$ cat src/rtl/sum_pipe.sv
// Two-entry skid buffer computing a+b with carry, 1-cycle latency, plus a
// Gray-coded count of completed output handshakes.
module sum_pipe #(
    parameter int WIDTH     = 8,
    parameter int CNT_WIDTH = 8
) (
    input  logic                 clk,
    input  logic                 rst,
    input  logic [WIDTH-1:0]     a,
    input  logic [WIDTH-1:0]     b,
    input  logic                 in_valid,
    output logic                 in_ready,
    output logic [WIDTH-1:0]     y,
    output logic                 carry,
    output logic                 out_valid,
    input  logic                 out_ready,
    output logic [2:0]           state_onehot,
    output logic [CNT_WIDTH-1:0] gray_cnt
);

    localparam logic [2:0] ST_EMPTY = 3'b001;
    localparam logic [2:0] ST_ONE   = 3'b010;
    localparam logic [2:0] ST_FULL  = 3'b100;

    logic [2:0]           state;
    logic [WIDTH:0]       head;
    logic [WIDTH:0]       skid;
    logic [WIDTH:0]       sum;
    logic [CNT_WIDTH-1:0] bin;
    logic [CNT_WIDTH-1:0] bin_nxt;
    logic                 in_fire;
    logic                 out_fire;

    // Handshake flags are gated by rst so nothing is exchanged in a reset cycle.
    assign in_ready     = ~rst & (state == ST_EMPTY || state == ST_ONE);
    assign out_valid    = (state == ST_ONE) || (state == ST_FULL);
    assign in_fire      = in_valid & in_ready;
    assign out_fire     = out_valid & out_ready & ~rst;
    assign sum          = {1'b0, a} + {1'b0, b};
    assign bin_nxt      = bin + 1'b1;
    assign y            = head[WIDTH-1:0];
    assign carry        = head[WIDTH];
    assign state_onehot = state;

    always_ff @(posedge clk) begin
        if (rst) begin
            state    <= ST_EMPTY;
            head     <= '0;
            skid     <= '0;
            bin      <= '0;
            gray_cnt <= '0;
        end else begin
            case (state)
                ST_EMPTY: begin
                    if (in_fire) begin
                        state <= ST_ONE;
                        head  <= sum;
                    end
                end
                ST_ONE: begin
                    if (in_fire && out_fire) begin
                        head <= sum;
                    end else if (in_fire) begin
                        state <= ST_FULL;
                        skid  <= sum;
                    end else if (out_fire) begin
                        state <= ST_EMPTY;
                    end
                end
                ST_FULL: begin
                    if (out_fire) begin
                        state <= ST_ONE;
                        head  <= skid;
                    end
                end
                default: state <= ST_EMPTY;
            endcase
            if (out_fire) begin
                bin      <= bin_nxt;
                gray_cnt <= bin_nxt ^ (bin_nxt >> 1);
            end
        end
    end

endmodule
$ cat config.mk
export PLATFORM = sky130hd
export DESIGN_NAME = sum_pipe
export DESIGN_NICKNAME = d
export VERILOG_FILES = /design/src/rtl/sum_pipe.sv
export SDC_FILE = /design/constraint.sdc
export NUM_CORES = 1
export LEC_CHECK = 0
export ABC_AREA = 1
export BUFFER_PORTS_ARGS = -buffer_cell sky130_fd_sc_hd__buf_2
export CAP_MARGIN = 20
export CORE_UTILIZATION = 55
export CTS_CLUSTER_SIZE = 8
export DETAILED_ROUTE_END_ITERATION = 8
export PLACE_DENSITY = 0.82
export SLEW_MARGIN = 20
export SYNTH_ARGS = -nofsm -noshare
export SYNTH_HDL_FRONTEND = slang
export SYNTH_SLANG_ARGS = --single-unit
$ cat constraint.sdc
create_clock -name clk -period 2.2 [get_ports clk]
set_input_delay 0.44 -clock clk [delete_from_list [all_inputs] [get_ports clk]]
set_output_delay 0.44 -clock clk [all_outputs]
set_load 0.01 [all_outputs]
==> results.py <==
metrics = {
    "run_status": {
        "status": "complete, no violations",
    },
    "cells_and_area": {
        "fin_nets": 393,
        "stdcell_area_mm2": 0.00245,
        "area_growth_pct": 15.4,
        "layout_common_cells": "92 x nand2_1, 41 x buf_2, 37 x inv_1",
        "final_common_cell": "nand2_1",
        "multi_input_area_mm2": 0.00119,
        "seqCellArea_um2": 721,
        "drive_gt1_frac": 0.173,
        "fillers": 350,
        "num_antenna_cells": 0,
    },
    "place": {
        "placed_area_mm2": 0.00236,
        "post-place-ws_ps": 247,
        "dp_hpwl_um": 3220,
        "port_buffers": 41,
        "gp_congestion": 0.834,
    },
    "yosys": {
        "synth_top_area_share": 0.340,
        "synth.area.top_cells": "dfxtp_1 34%, nand2_1 16%, nand3_1 7.1%",
        "netlist_area_mm2": 0.00212,
        "synth_seq_area_share": 0.340,
        "ys_ff_latch": 36,
        "syn_avg_cell_area_um2": 6.62,
        "yosys_warnings": 0,
        "synth_cell_type_count": 29,
        "syn_inst": 320,
        "synth_top_area_cell": "dfxtp_1",
        "synth_nets": 350,
    },
    "cts": {
        "clock-sinks": 36,
        "cts_tree": "built",
        "hold_buffers": 0,
        "clk_pin_slew_ps": 70,
        "post_cts_buffers": 0,
        "cts-root-buf": "clkbuf_8",
        "cts_buffers": 5,
        "ctsResizeCount": 0,
        "cts_max_level": 2,
        "insertion_delay_ps": 280,
        "cts_max_path_buffers": 2,
    },
    "global_routing": {
        "grt_max_degree": 17,
        "antenna_found_initial": 0,
        "grt_util_all_layers": 0.234,
        "grt.overflow.total": 0,
        "grt_pass1_wl_um": 7550,
        "grt_pass1_vias": 1792,
    },
    "setup_path": {
        "critPathLaunchType": "flip-flop",
        "critical_path_buf_inv_count": 1,
        "critPathKind": "reg2reg",
        "worstPathArrival_ps": 2040,
        "critPathRequiredTime_ps": 2390,
        "critical_path.max_stage_delay_ps": 370,
        "reg2reg_depth": 9,
        "rr_endpoint": "gray_cnt[5]",
        "r2r_slack_ps": 350,
        "crit_family": "simple AND/OR/NAND/NOR gates",
        "worst-path-stages": 9,
        "cp_slowest_cell": "dfxtp_1",
        "r2r_start": "state_onehot[0]",
        "worst_setup_path_end_kind": "flip-flop",
        "cp_common_cell": "nor2_1",
        "crit_chain": "nor2_1 > nand2_2 > nand2_4 > nand3_4 > clkinv_1 > nand2_1 > nand2_1 > nor2_1 > nor2_1",
        "crit_fanout": 16,
    },
    "detailed_routing": {
        "vias_per_cell": 5.02,
        "via_count": 2069,
        "detail_route.wl_per_cell_um": 10.4,
        "drt_iter0_drc": 135,
        "ant_nets": 0,
        "routed_wl_um": 4280,
        "first_pass_iters": 4,
        "drcViolationCount": 0,
    },
    "worst_hold_path": {
        "hold_path_class": "in2reg",
        "min_to": "skid[8]",
        "min_path_cells": 2,
        "hold_start": "rst",
    },
    "sta": {
        "fin_crit_sh": 0.842,
        "tightest_slew_ps": 343,
        "period_needed_ps": 1850,
        "hold_violations": 0,
        "max-slew-margin-rel": 0.771,
        "finalWorstSetupSlack_ps": 347,
        "setup_viol": 0,
        "grt_setup_unrepaired": "false",
        "max_freq_ghz": 0.540,
        "fin_skew_ps": 2.06,
        "finalSetupTns_ps": 0,
        "maxSlewViolCount": 0,
        "whs_ps": 440,
    },
    "flow_run": {
        "cap_viol_max_count": 0,
    },
    "pwr": {
        "ir_drop_v": 0.000489,
        "p_per_area_mw_per_mm2": 729,
        "p_leak_nw": 1.26,
    },
    "floorplanning": {
        "die-area_mm2": 0.00411,
        "die_h_um": 64.1,
        "core-area_mm2": 0.00369,
        "fp.dieW_um": 64.1,
        "rows": 22,
        "pin_count": 42,
        "start_util": 0.575,
    },
}
-- metal layers --
metal / GRT usage / wire (um) / vias up
li1: - / - / 1107
met1: 0.317 / 2130 / 918
met2: 0.367 / 1940 / 39
met3: 0.0482 / 168 / 5
met4: 0.0767 / 46 / 0
met5: 0 / 0 / -
-- synthesized netlist by cell type (all sizes together) --
library cell,instances
xor2,6
clkinv,1
a211oi,1
clkbuf,2
dfxtp,36
o211ai,1
a21oi,21
nand3,32
buf,7
o21bai,1
a31oi,2
inv,39
ha,9
nor2,38
nand4,1
nand3b,5
o21ai,21
nand2,96
fa,1
-- sequential cells by signal, indices dropped and copies added (netlist names) --
name and count:
gray_cnt 8, state_onehot 3, head 9, bin 7, skid 9
-- worst max-delay path by stage --
| stage | startpoint | slack [ps] | endpoint |
|---|---|---|---|
| 2_1_floorplan | a[0] | 470 | head[6] |
| 3_3_place_gp | a[0] | 280 | head[6] |
| 3_5_place_dp | a[0] | 250 | head[6] |
| 4_1_cts | state_onehot[0] | 340 | gray_cnt[5] |
| 5_1_grt | state_onehot[1] | 140 | gray_cnt[5] |
| 6_report | state_onehot[0] | 350 | gray_cnt[5] |
-- kinds of logic (layout without fill, tap and decap cells) --
family,count (synthesis),count (layout),share of synthesized area
DFF,36,36,0.340
and+or+nand+nor,172,172,0.351
adders and majority gates,10,10,0.0626
xor gates and xnor gates,6,6,0.0248
AOI/OAI and AO/OA,47,47,0.123
buffers and inverters,49,93,0.0986
-- layout make-up --
cell class,count,share of cell area
multi-input cells,235,0.486
flip-flops and latches,36,0.295
repair buffers,45,0.0962
inverters,40,0.0614
clock buffers,8,0.0368
well taps,48,0.0246
-- where the power goes --
group          total, mW  internal, mW  switching, mW
clock              0.483         0.255          0.228
combinational      0.546         0.216          0.330
sequential         0.755         0.717         0.0377
-- per-stage QoR --
stage | total power, mW | instances | util
floorplan | 1.16 | 320 | -
global placement | 1.30 | 404 | 0.639
detailed placement | 1.31 | 404 | 0.639
CTS | 1.79 | 412 | 0.663
global route | 1.90 | 412 | 0.663
finish | 1.78 | 412 | 0.663
No activity file was read; power rests on OpenSTA's default activity.
